===== src/rtl/alu_pkg.sv =====
// Shared opcode constants and helpers for the yAlu issue stage.
package alu_pkg;

    localparam int ALU_WIDTH = 32;

    localparam logic [2:0] ALU_OP_AND = 3'b000;
    localparam logic [2:0] ALU_OP_OR  = 3'b001;
    localparam logic [2:0] ALU_OP_ADD = 3'b010;
    localparam logic [2:0] ALU_OP_SUB = 3'b110;
    localparam logic [2:0] ALU_OP_SLT = 3'b111;

    // True for the five opcodes the yAlu implements.
    function automatic logic is_legal_op(input logic [2:0] op);
        case (op)
            ALU_OP_AND, ALU_OP_OR, ALU_OP_ADD, ALU_OP_SUB, ALU_OP_SLT: return 1'b1;
            default: return 1'b0;
        endcase
    endfunction

endpackage


===== src/rtl/alu_req_fifo.sv =====
// Show-ahead synchronous FIFO holding packed ALU requests.
// Writes while full and reads while empty are dropped internally.
module alu_req_fifo
    import alu_pkg::*;
#(
    parameter int DATA_W = 2 * ALU_WIDTH + 3,
    parameter int DEPTH  = 4,
    localparam int PTR_W = $clog2(DEPTH),
    localparam int OCC_W = PTR_W + 1
) (
    input  logic              clk,
    input  logic              rst_n,
    input  logic              wr_en,
    input  logic [DATA_W-1:0] wr_data,
    input  logic              rd_en,
    output logic [DATA_W-1:0] rd_data,
    output logic              full,
    output logic              empty
);

    logic [DATA_W-1:0] mem_q [DEPTH];
    logic [PTR_W-1:0]  wr_ptr_q, wr_ptr_d;
    logic [PTR_W-1:0]  rd_ptr_q, rd_ptr_d;
    logic [OCC_W-1:0]  count_q, count_d;
    logic              do_wr, do_rd;

    assign full    = (count_q == OCC_W'(DEPTH));
    assign empty   = (count_q == '0);
    assign do_wr   = wr_en && !full;
    assign do_rd   = rd_en && !empty;
    assign rd_data = mem_q[rd_ptr_q];

    // Next pointers wrap naturally at DEPTH; occupancy nets out push and pop.
    always_comb begin
        wr_ptr_d = wr_ptr_q;
        rd_ptr_d = rd_ptr_q;
        count_d  = count_q;
        if (do_wr) wr_ptr_d = wr_ptr_q + PTR_W'(1);
        if (do_rd) rd_ptr_d = rd_ptr_q + PTR_W'(1);
        case ({do_wr, do_rd})
            2'b10:   count_d = count_q + OCC_W'(1);
            2'b01:   count_d = count_q - OCC_W'(1);
            default: count_d = count_q;
        endcase
    end

    // Pointer and occupancy state.
    always_ff @(posedge clk or negedge rst_n) begin
        if (!rst_n) begin
            wr_ptr_q <= '0;
            rd_ptr_q <= '0;
            count_q  <= '0;
        end else begin
            wr_ptr_q <= wr_ptr_d;
            rd_ptr_q <= rd_ptr_d;
            count_q  <= count_d;
        end
    end

    // Storage array; contents are don't-care until written.
    always_ff @(posedge clk) begin
        if (do_wr) mem_q[wr_ptr_q] <= wr_data;
    end

endmodule


===== src/rtl/alu_issue_stage.sv =====
// Issue stage for the yAlu: queues requests, drives the head entry to the
// ALU and captures its result into a valid/ready output slot.
module alu_issue_stage
    import alu_pkg::*;
#(
    parameter int WIDTH = ALU_WIDTH,
    parameter int DEPTH = 4,
    parameter int CNT_W = 16
) (
    input  logic             clk,
    input  logic             rst_n,
    input  logic             in_valid,
    output logic             in_ready,
    input  logic [WIDTH-1:0] in_a,
    input  logic [WIDTH-1:0] in_b,
    input  logic [2:0]       in_op,
    output logic [WIDTH-1:0] alu_a,
    output logic [WIDTH-1:0] alu_b,
    output logic [2:0]       alu_op,
    input  logic [WIDTH-1:0] alu_z,
    input  logic             alu_ex,
    output logic             out_valid,
    input  logic             out_ready,
    output logic [WIDTH-1:0] out_z,
    output logic             out_ex,
    output logic             out_zero,
    output logic             out_illegal,
    output logic [CNT_W-1:0] done_count
);

    typedef struct packed {
        logic [WIDTH-1:0] a;
        logic [WIDTH-1:0] b;
        logic [2:0]       op;
    } req_t;

    req_t             wr_req, head;
    logic             fifo_full, fifo_empty;
    logic             push, pop, head_illegal;
    logic [WIDTH-1:0] cap_z;

    logic             out_valid_q, out_valid_d;
    logic [WIDTH-1:0] out_z_q, out_z_d;
    logic             out_ex_q, out_ex_d;
    logic             out_zero_q, out_zero_d;
    logic             out_illegal_q, out_illegal_d;
    logic [CNT_W-1:0] done_count_q, done_count_d;

    assign wr_req   = '{a: in_a, b: in_b, op: in_op};
    assign in_ready = !fifo_full;
    assign push     = in_valid && in_ready;
    // The slot frees up in the same cycle it is consumed, giving full throughput.
    assign pop      = !fifo_empty && (!out_valid_q || out_ready);

    alu_req_fifo #(
        .DATA_W ($bits(req_t)),
        .DEPTH  (DEPTH)
    ) u_fifo (
        .clk     (clk),
        .rst_n   (rst_n),
        .wr_en   (push),
        .wr_data (wr_req),
        .rd_en   (pop),
        .rd_data (head),
        .full    (fifo_full),
        .empty   (fifo_empty)
    );

    // Present the head request to the ALU, forced to zero when nothing is queued.
    always_comb begin
        alu_a  = '0;
        alu_b  = '0;
        alu_op = ALU_OP_AND;
        if (!fifo_empty) begin
            alu_a  = head.a;
            alu_b  = head.b;
            alu_op = head.op;
        end
    end

    assign head_illegal = !is_legal_op(alu_op);
    assign cap_z        = head_illegal ? '0 : alu_z;

    // Output slot: capture on pop, drop valid when drained, count consumptions.
    always_comb begin
        out_valid_d   = out_valid_q;
        out_z_d       = out_z_q;
        out_ex_d      = out_ex_q;
        out_zero_d    = out_zero_q;
        out_illegal_d = out_illegal_q;
        done_count_d  = done_count_q;
        if (pop) begin
            out_valid_d   = 1'b1;
            out_z_d       = cap_z;
            out_ex_d      = head_illegal ? 1'b0 : alu_ex;
            out_zero_d    = (cap_z == '0);
            out_illegal_d = head_illegal;
        end else if (out_valid_q && out_ready) begin
            out_valid_d = 1'b0;
        end
        if (out_valid_q && out_ready) done_count_d = done_count_q + CNT_W'(1);
    end

    // Output slot registers.
    always_ff @(posedge clk or negedge rst_n) begin
        if (!rst_n) begin
            out_valid_q   <= 1'b0;
            out_z_q       <= '0;
            out_ex_q      <= 1'b0;
            out_zero_q    <= 1'b0;
            out_illegal_q <= 1'b0;
            done_count_q  <= '0;
        end else begin
            out_valid_q   <= out_valid_d;
            out_z_q       <= out_z_d;
            out_ex_q      <= out_ex_d;
            out_zero_q    <= out_zero_d;
            out_illegal_q <= out_illegal_d;
            done_count_q  <= done_count_d;
        end
    end

    assign out_valid   = out_valid_q;
    assign out_z       = out_z_q;
    assign out_ex      = out_ex_q;
    assign out_zero    = out_zero_q;
    assign out_illegal = out_illegal_q;
    assign done_count  = done_count_q;

endmodule


===== config.mk =====
export PLATFORM = sky130hd
export DESIGN_NAME = alu_issue_stage
export DESIGN_NICKNAME = d
export VERILOG_FILES = /design/src/rtl/alu_pkg.sv /design/src/rtl/alu_req_fifo.sv /design/src/rtl/alu_issue_stage.sv
export SDC_FILE = /design/constraint.sdc
export NUM_CORES = 1
export LEC_CHECK = 0
export ABC_AREA = 1
export ABC_CLOCK_PERIOD_IN_PS = 10540
export CORE_ASPECT_RATIO = 1.25
export CORE_MARGIN = 2
export CORE_UTILIZATION = 58
export CTS_CLUSTER_DIAMETER = 50
export DETAILED_ROUTE_END_ITERATION = 7
export PLACE_DENSITY = 0.89
export SLEW_MARGIN = 30
export SYNTH_ARGS = -nofsm -noshare
export SYNTH_HDL_FRONTEND = slang
export SYNTH_HIERARCHICAL = 1
export SYNTH_SLANG_ARGS = --single-unit

===== constraint.sdc =====
create_clock -name clk -period 10.54 [get_ports clk]
set_input_delay 1.054 -clock clk [delete_from_list [all_inputs] [get_ports clk]]
set_output_delay 1.054 -clock clk [all_outputs]
set_load 0.005 [all_outputs]

==> run metrics, run 1 <==
post-CTS setup buffers 0; most frequent cell after synthesis nand2_1; Routed WL per cell 17.18 µm; Post-CTS Resized 0; max_slew headroom 0.3864; initial antenna violation count 2; Layout Skew 0.01426 ns; Slew Viols, Final 0; Post-DP HPWL 18.99 mm; Core Rows 63; Post-Syn Area 0.01389 mm²; max cap viols 0; Final nets 1567; fin crit period 4.570 ns; RR Startpoint u_fifo/count_q[0]; crit path kind register to primary output; Initial Utilization 0.5876; Worst-path clk slew 0.06 ns; final worst-path cycle share 0.4336; largest buffer count on any clock path 3; Seq cells post-synth 327; DRT iter0 DRCs 644; reg2reg setup slack 6.62 ns; antenna-violating nets left 0; CP startpoint kind register; Syn. warnings 6; Worst R2R End u_fifo/count_q[1]; Critical Path Sink Type primary output; largest net degree at the start of global routing 148; Synth top area share 0.5792; Num CTS Buffers 30; clk sinks 327; P per Cell Area 287.8 mW/mm²; reg2reg path depth 13; Overflow after GRT 0; Slew @ Worst Pin 0.9148 ns; Crit path required time 9.49 ns; # setup viols final 0; Max Freq 218.8 MHz; share of post-route cells with drive strength above 1 0.05277; Chip Width 142.4 µm; CTS tree done; Hold Crit Endpoint out_z[20]; Hold Path Class register to register; core area 0.02365 mm²; Residual DRC 0; count of different cell masters after synthesis 27; EDFF count, synth 268; critical hold path startpoint out_z[20]; syn avg cell area 11.09 µm²; final WL 30.44 mm; final hold slack 0.4786 ns; final setup TNS 0 ns; first-pass GRT wire length 46.89 mm; port bufs 223; H-tree levels 1; sequential cell area fraction in the yosys report 0.6855; maximum vdd drop 0.2043 mV; dominant cell type by area after synthesis edfxtp_1; share of flip-flops with an asynchronous set or reset 0.1804; Hold-fix buffers, CTS 0; P_leak 7.306 nW; hold path depth 2; die area 0.02522 mm²; syn nets 1364; RSZ-0062 raised after global routing false; IO Count 224; vias in the first global route 9508; Syn-to-layout area delta 24.49%; worst-path maximum fanout 69; top_reg_cell synth edfxtp_1; Worst-Skew Late Latency 0.54 ns; status finished, final reports clean; top cells by count, synth 312 x nand2_1, 268 x edfxtp_1, 232 x inv_1; via count 9536; Synth area leaders edfxtp_1 58%, dfrtp_1 11%, nand2_1 8.4%, o211ai_1 7.2%, inv_1 6.3%; Cells after Synth 1253; routability cong. 0.8161; Die Ht 177.0 µm; final hold vios 0; GRT Overall Usage 0.2373; vias per cell 5.381; DRT Pass-1 Iters 5; Root Driver clkbuf_16; CP Data Arrival Time 3.52 ns
[logic make-up after synthesis]
| group | count (synthesis) | share of synthesized area |
|---|---|---|
| and+or+nand+nor | 450 | 0.1309 |
| buffers and inverters | 299 | 0.08708 |
| AOI/OAI and AO/OA | 155 | 0.08023 |
| xor gates and xnor gates | 15 | 0.009455 |
| adders and majority gates | 7 | 0.006844 |
| DFF | 327 | 0.6855 |
[registers in the layout, summed over array words and instances, names as in the netlist]
register	flops
u_fifo/rd_ptr_q	2
u_fifo/mem_q	268
out_ex	1
out_zero	1
done_count	16
u_fifo/count_q	3
out_illegal	1
u_fifo/wr_ptr_q	2
out_z	32
out_valid	1
[how the worst max path moves through the flow]
stage / from / to / slack [ns] / cells past startpoint
3_3_place_gp: u_fifo/rd_ptr_q[0] / alu_b[3] / 6.46 / 7
3_5_place_dp: u_fifo/rd_ptr_q[0] / alu_a[10] / 6.33 / 7
6_report: u_fifo/rd_ptr_q[1] / alu_op[1] / 5.97 / 8
5_1_grt: u_fifo/rd_ptr_q[1] / alu_op[1] / 5.74 / 8
4_1_cts: u_fifo/rd_ptr_q[0] / alu_a[10] / 5.74 / 7
2_1_floorplan: in_valid / u_fifo/mem_q[0][0] / 5.85 / 4
[cell type report]
type                    count  area (µm²)
clock buffers              36       794.5
multi-input cells         627        3191
repair buffers            235        2337
inverters                 235       889.6
fillers                  1552        6350
clock inverters            18       190.2
flip-flops and latches    327        9525
diodes                      2       5.005
well taps                 292       365.4
[power by group]
part / internal, W / total, W / switching (W)
registers: 0.00171 / 0.00182 / 0.000103
clock network: 0.000632 / 0.00108 / 0.000444
logic: 0.000894 / 0.00209 / 0.00119
total: 0.00324 / 0.00498 / 0.00174
[layout by cell type, fill, tap and decap left out, types with 2 or more instances in the layout]
cell type	count
buf_4	9
xnor2_1	7
bufinv_16	4
edfxtp_1	268
nand3_1	42
nand4_1	6
xor2_1	8
nor2_1	74
nor2_4	7
ha_1	6
nand2_1	312
inv_1	230
dfrtp_1	58
clkbuf_1	5
nor2_2	2
clkbuf_16	31
clkdlybuf4s50_1	222
o21ai_0	20
clkinv_2	6
inv_2	3
buf_6	2
diode_2	2
o211ai_1	134
nand2_2	3
clkinv_1	6
[worst max-delay path, stage by stage (launching register included)]
cell             delay [ns]
dfrtp_2                0.39
buf_4                  0.34
inv_2                  0.45
buf_4                  0.60
o211ai_1               0.17
nand2_1                0.14
inv_1                  0.05
nor2_1                 0.23
clkdlybuf4s50_1        0.56
[per-stage QoR]
step           total power, W  worst slack [ns]  utilization  std cells  area (µm²)
2_1_floorplan        0.003002             5.849            -       1253       13890
3_3_place_gp         0.003824             6.460       0.6884       1715       16280
3_5_place_dp         0.003920             6.333       0.6894       1716       16300
4_1_cts              0.005015             5.740       0.7310       1770       17290
5_1_grt              0.005288             5.736       0.7314       1771       17300
6_report             0.004979             5.970       0.7315       1772       17300
[per-layer routing]
layer / global-route usage / share of wire / routed length (µm)
met1: 0.2762 / 0.37 / 11350
met4: 0.08086 / 0.027 / 809
met3: 0.03923 / 0.078 / 2382
met5: 0 / 0 / 0
met2: 0.4428 / 0.52 / 15900
Power figures use the tool's default switching activity.
==> inputs of run 2 (changes only) <==
--- a/config.mk
+++ b/config.mk
@@ -6,13 +6,13 @@
 export NUM_CORES = 1
 export LEC_CHECK = 0
 export ABC_AREA = 1
-export ABC_CLOCK_PERIOD_IN_PS = 10540
+export ABC_CLOCK_PERIOD_IN_PS = 4370
 export CORE_ASPECT_RATIO = 1.25
 export CORE_MARGIN = 2
-export CORE_UTILIZATION = 58
+export CORE_UTILIZATION = 54
 export CTS_CLUSTER_DIAMETER = 50
 export DETAILED_ROUTE_END_ITERATION = 7
-export PLACE_DENSITY = 0.89
+export PLACE_DENSITY = 0.83
 export SLEW_MARGIN = 30
 export SYNTH_ARGS = -nofsm -noshare
 export SYNTH_HDL_FRONTEND = slang
==> constraint.sdc (replaced) <==
create_clock -name clk -period 4.37 [get_ports clk]
set_input_delay 0.437 -clock clk [delete_from_list [all_inputs] [get_ports clk]]
set_output_delay 0.437 -clock clk [all_outputs]
set_load 0.005 [all_outputs]
==> run metrics, run 2 (synthesized netlist as in run 1, its figures left out) <==
status finished, final reports clean; Slew Viols, Final 0; Core Rows 65; Critical Path Sink Type primary output; core area 0.02529 mm²; P_leak 7.336 nW; Layout Skew 0.01819 ns; Worst-Skew Late Latency 0.54 ns; Crit path required time 3.93 ns; slowest stage delay, CP 0.61 ns; maximum vdd drop 0.3892 mV; CTS tree done; reg2reg setup slack 1.35 ns; Top reg by flops u_fifo/mem_q; Max Freq 275.4 MHz; final worst-path cycle share 0.8309; CP Data Arrival Time 3.19 ns; first-pass GRT wire length 47.06 mm; fin cells 1822; CP Cell Sequence inv_2 -> buf_4 -> o211ai_1 -> nand2_1 -> inv_1 -> nor2_1 -> clkdlybuf4s50_1; dpl cells 1763; CP startpoint kind register; vias in the first global route 9397; Worst R2R End out_zero; Residual DRC 0; antenna-violating nets left 0; GRT Overall Usage 0.2199; share of post-route cells with drive strength above 1 0.05585; clk sinks 327; Overflow after GRT 0; DRT iter0 DRCs 690; max_slew headroom 0.5259; # setup viols final 0; Hold Path Class primary input to asynchronous set/reset pin; Post-DP HPWL 18.97 mm; DRT Pass-1 Iters 6; worst-path maximum fanout 42; initial antenna violation count 1; RSZ-0062 raised after global routing false; RR Startpoint u_fifo/rd_ptr_q[1]; Final nets 1574; post-CTS setup buffers 0; Largest register FFs 268; vias per cell 5.134; max cap viols 0; port bufs 223; crit path kind register to primary output; final WL 29.47 mm; final setup TNS 0 ns; fin crit period 3.631 ns; Syn-to-layout area delta 25.28%; die area 0.02704 mm²; Crit-path slowest cell dfrtp_2; Num CTS Buffers 31; Chip Width 147.5 µm; H-tree levels 1; largest net degree at the start of global routing 131; commonest non-fill, non-tap cell in the layout nand2_1; routability cong. 0.8484; reg2reg path depth 12; Initial Utilization 0.5493; via count 9354; most frequent cells in the layout 312 x nand2_1, 268 x edfxtp_1, 231 x inv_1; largest buffer count on any clock path 3; Die Ht 183.3 µm; Slew @ Worst Pin 0.7112 ns; Worst-path clk slew 0.06 ns; IO Count 224; Routed WL per cell 16.17 µm; P per Cell Area 686.0 mW/mm²; final hold vios 0; Root Driver clkbuf_16
[run 2: changes by cell type in the layout (fill, tap and decap cells not counted), sizes merged]
cell / delta
buf: +5
clkbuf: +4
clkinv: -3
inv: +2
bufinv: -1
diode: -1
dlygate4sd3: +1
[run 2: per-stage QoR]
step / instance area, µm² / power [W] / utilization / setup slack, ns / hold slack (ns)
finish: 17410 / 0.01194 / 0.6882 / 0.7388 / 0.3437
global route: 17400 / 0.01277 / 0.6881 / 0.5621 / 0.3822
CTS: 17380 / 0.01204 / 0.6872 / 0.7051 / 0.3364
detailed placement: 16380 / 0.009433 / 0.6478 / 1.283 / 0.3838
global placement: 16360 / 0.009264 / 0.6470 / 1.323 / 0.3788
floorplan: 13890 / 0.007241 / - / 0.1451 / 0.1414
[run 2: power breakdown]
| group | internal (W) | total (W) | switching, W |
|---|---|---|---|
| registers | 0.00413 | 0.00442 | 0.000289 |
| clock network | 0.00149 | 0.00257 | 0.00108 |
| logic | 0.00217 | 0.00495 | 0.00278 |
[run 2: area by class of cell]
class	count	area (µm²)
Antenna cell	1	2.502
Clock buffer	40	809.5
Clock inverter	16	176.4
Fill cell	1723	7886
Inverter	235	889.6
Multi-Input combinational cell	627	3191
Sequential cell	327	9525
Tap cell	335	419.2
Timing Repair Buffer	241	2394
[run 2: worst max path at each step]
stage / slack [ns] / cells after the start / endpoint / startpoint
4_1_cts: 0.71 / 7 / alu_b[22] / u_fifo/rd_ptr_q[1]
3_5_place_dp: 1.28 / 7 / alu_b[22] / u_fifo/rd_ptr_q[1]
2_1_floorplan: 0.15 / 6 / u_fifo/mem_q[0][0] / u_fifo/count_q[0]
3_3_place_gp: 1.32 / 7 / alu_b[8] / u_fifo/rd_ptr_q[1]
6_report: 0.74 / 7 / alu_b[22] / u_fifo/rd_ptr_q[1]
5_1_grt: 0.56 / 7 / alu_a[2] / u_fifo/rd_ptr_q[1]
[run 2: layer usage]
metal  global-route usage  vias up  wire [µm]
met5                    0        -          0
met4              0.08154        0        832
met3              0.03308       51       1960
met2               0.4069      341      15330
met1               0.2590     4395      11350
li1                     -     4567          -
[run 2: repair_timing]
item | CTS | global route
hold buffers | 1 | 0
resized for setup | 0 | 0
endpoints found under the hold margin | 17 | 0
[run 2: worst max-delay path: cells and delay by family, from the launching register on]
family	cells	cell delay, ns
AND/OR/NAND/NOR	2	0.22
buffers and inverters	4	1.58
flip-flops	1	0.61
AO/OA/AOI/OAI	1	0.18
==> inputs of run 3 (changes only) <==
--- a/config.mk
+++ b/config.mk
@@ -6,13 +6,13 @@
 export NUM_CORES = 1
 export LEC_CHECK = 0
 export ABC_AREA = 1
-export ABC_CLOCK_PERIOD_IN_PS = 4370
+export ABC_CLOCK_PERIOD_IN_PS = 3100
 export CORE_ASPECT_RATIO = 1.25
 export CORE_MARGIN = 2
-export CORE_UTILIZATION = 54
+export CORE_UTILIZATION = 48
 export CTS_CLUSTER_DIAMETER = 50
 export DETAILED_ROUTE_END_ITERATION = 7
-export PLACE_DENSITY = 0.83
+export PLACE_DENSITY = 0.79
 export SLEW_MARGIN = 30
 export SYNTH_ARGS = -nofsm -noshare
 export SYNTH_HDL_FRONTEND = slang
==> constraint.sdc (replaced) <==
create_clock -name clk -period 3.1 [get_ports clk]
set_input_delay 0.31 -clock clk [delete_from_list [all_inputs] [get_ports clk]]
set_output_delay 0.31 -clock clk [all_outputs]
set_load 0.005 [all_outputs]
==> run metrics, run 3 (synthesized netlist as in run 1, its figures left out) <==
status finished, final reports clean; Initial Utilization 0.4877; largest net degree at the start of global routing 113; DRT iter0 DRCs 643; Max Freq 344.0 MHz; IO Count 224; Top reg by flops u_fifo/mem_q; Largest register FFs 268; Routed WL per cell 16.18 µm; core area 0.02849 mm²; final setup TNS 0 ns; crit path kind register to primary output; DRT Pass-1 Iters 5; Root Driver clkbuf_16; CTS tree done; routability cong. 0.8147; final hold slack 0.2929 ns; commonest non-fill, non-tap cell in the layout nand2_1; Core Rows 69; Worst-Skew Late Latency 0.56 ns; maximum vdd drop 0.7052 mV; most frequent cells in the layout 312 x nand2_1, 268 x edfxtp_1, 231 x inv_1; clk sinks 327; CP startpoint kind register; antenna-violating nets left 0; largest buffer count on any clock path 3; Slew Viols, Final 0; final worst-path cycle share 0.9376; CP Data Arrival Time 2.60 ns; Residual DRC 0; fin crit period 2.907 ns; Overflow after GRT 0; post-CTS setup buffers 0; # setup viols final 0; Crit path required time 2.79 ns; initial antenna violation count 1; P_leak 7.418 nW; port bufs 223; first-pass GRT wire length 45.67 mm; via count 9416; Hold Path Class primary input to asynchronous set/reset pin; max cap viols 0; Final Power 0.01732 W; Post-DP HPWL 18.21 mm; die area 0.03033 mm²; Layout Skew 0.01606 ns; Chip Width 156.2 µm; final WL 29.84 mm; Final nets 1575; vias in the first global route 9270; Slew @ Worst Pin 0.5417 ns; vias per cell 5.106; RSZ-0062 raised after global routing false; worst-path maximum fanout 69; Num CTS Buffers 31; P per Cell Area 981.9 mW/mm²; H-tree levels 1; Critical Path Sink Type primary output; GRT Overall Usage 0.1893; max_slew headroom 0.6389; Syn-to-layout area delta 26.95%; Worst-path clk slew 0.07 ns; share of post-route cells with drive strength above 1 0.06116; final hold vios 0; Die Ht 194.2 µm
==> run 3: power breakdown <==
group	internal (W)	switching (W)
Combinational	0.00323	0.00404
Clock	0.00227	0.00161
Sequential	0.00582	0.000345
==> run 3: stage by stage <==
| stage | instance area [µm²] | utilization | setup slack (ns) | cells |
|---|---|---|---|---|
| 5_1_grt | 17640 | 0.6191 | 0.01833 | 1843 |
| 6_report | 17640 | 0.6191 | 0.1933 | 1844 |
| 2_1_floorplan | 13900 | - | -0.04855 | 1253 |
| 4_1_cts | 17560 | 0.6162 | 0.01294 | 1841 |
| 3_5_place_dp | 16470 | 0.5781 | 0.5694 | 1783 |
| 3_3_place_gp | 16470 | 0.5781 | 0.6652 | 1783 |
==> run 3: layout make-up <==
class	count	area, µm²
inverters	235	908.4
diodes	1	2.502
flip-flops and latches	327	9525
repair buffers	242	2500
clock buffers	33	783.3
clock inverters	24	285.3
fillers	2110	10850
well taps	355	444.2
multi-input cells	627	3191
==> run 3: timing repair <==
item,CTS,global route
hold endpoints to repair,42,0
setup endpoints to repair,2,51
hold buffers,1,0
gates cloned,0,2
resized for setup,1,5
==> run 3: worst max-delay path, cell delays in order (launching register included) <==
cell	delay [ns]
dfrtp_1	0.42
bufinv_16	0.36
clkbuf_16	0.34
o211ai_1	0.12
nand2_1	0.09
inv_1	0.06
nor2_1	0.10
clkdlybuf4s50_1	0.51
==> run 3: path summary, 6_finish.rpt <==
path / start / endpoint / slack [ns] / cells after the start
max: u_fifo/rd_ptr_q[0] / alu_a[4] / 0.19 / 7
max in group asynchronous: rst_n / out_z[17] / 2.14 / 3
min: rst_n / done_count[5] / 0.29 / 2
min reg2reg: u_fifo/count_q[0] / u_fifo/count_q[0] / 0.48 / 1
min in group clk: alu_ex / out_ex / 0.34 / 3
max reg2reg: u_fifo/rd_ptr_q[0] / out_zero / 0.55 / 15
==> run 3: routing by layer <==
layer	global-route usage	wire length, µm	up-vias
met5	0	0	-
met4	0.06864	953	0
met3	0.02995	1934	61
met2	0.3296	14680	339
met1	0.2389	12270	4444
li1	-	-	4572
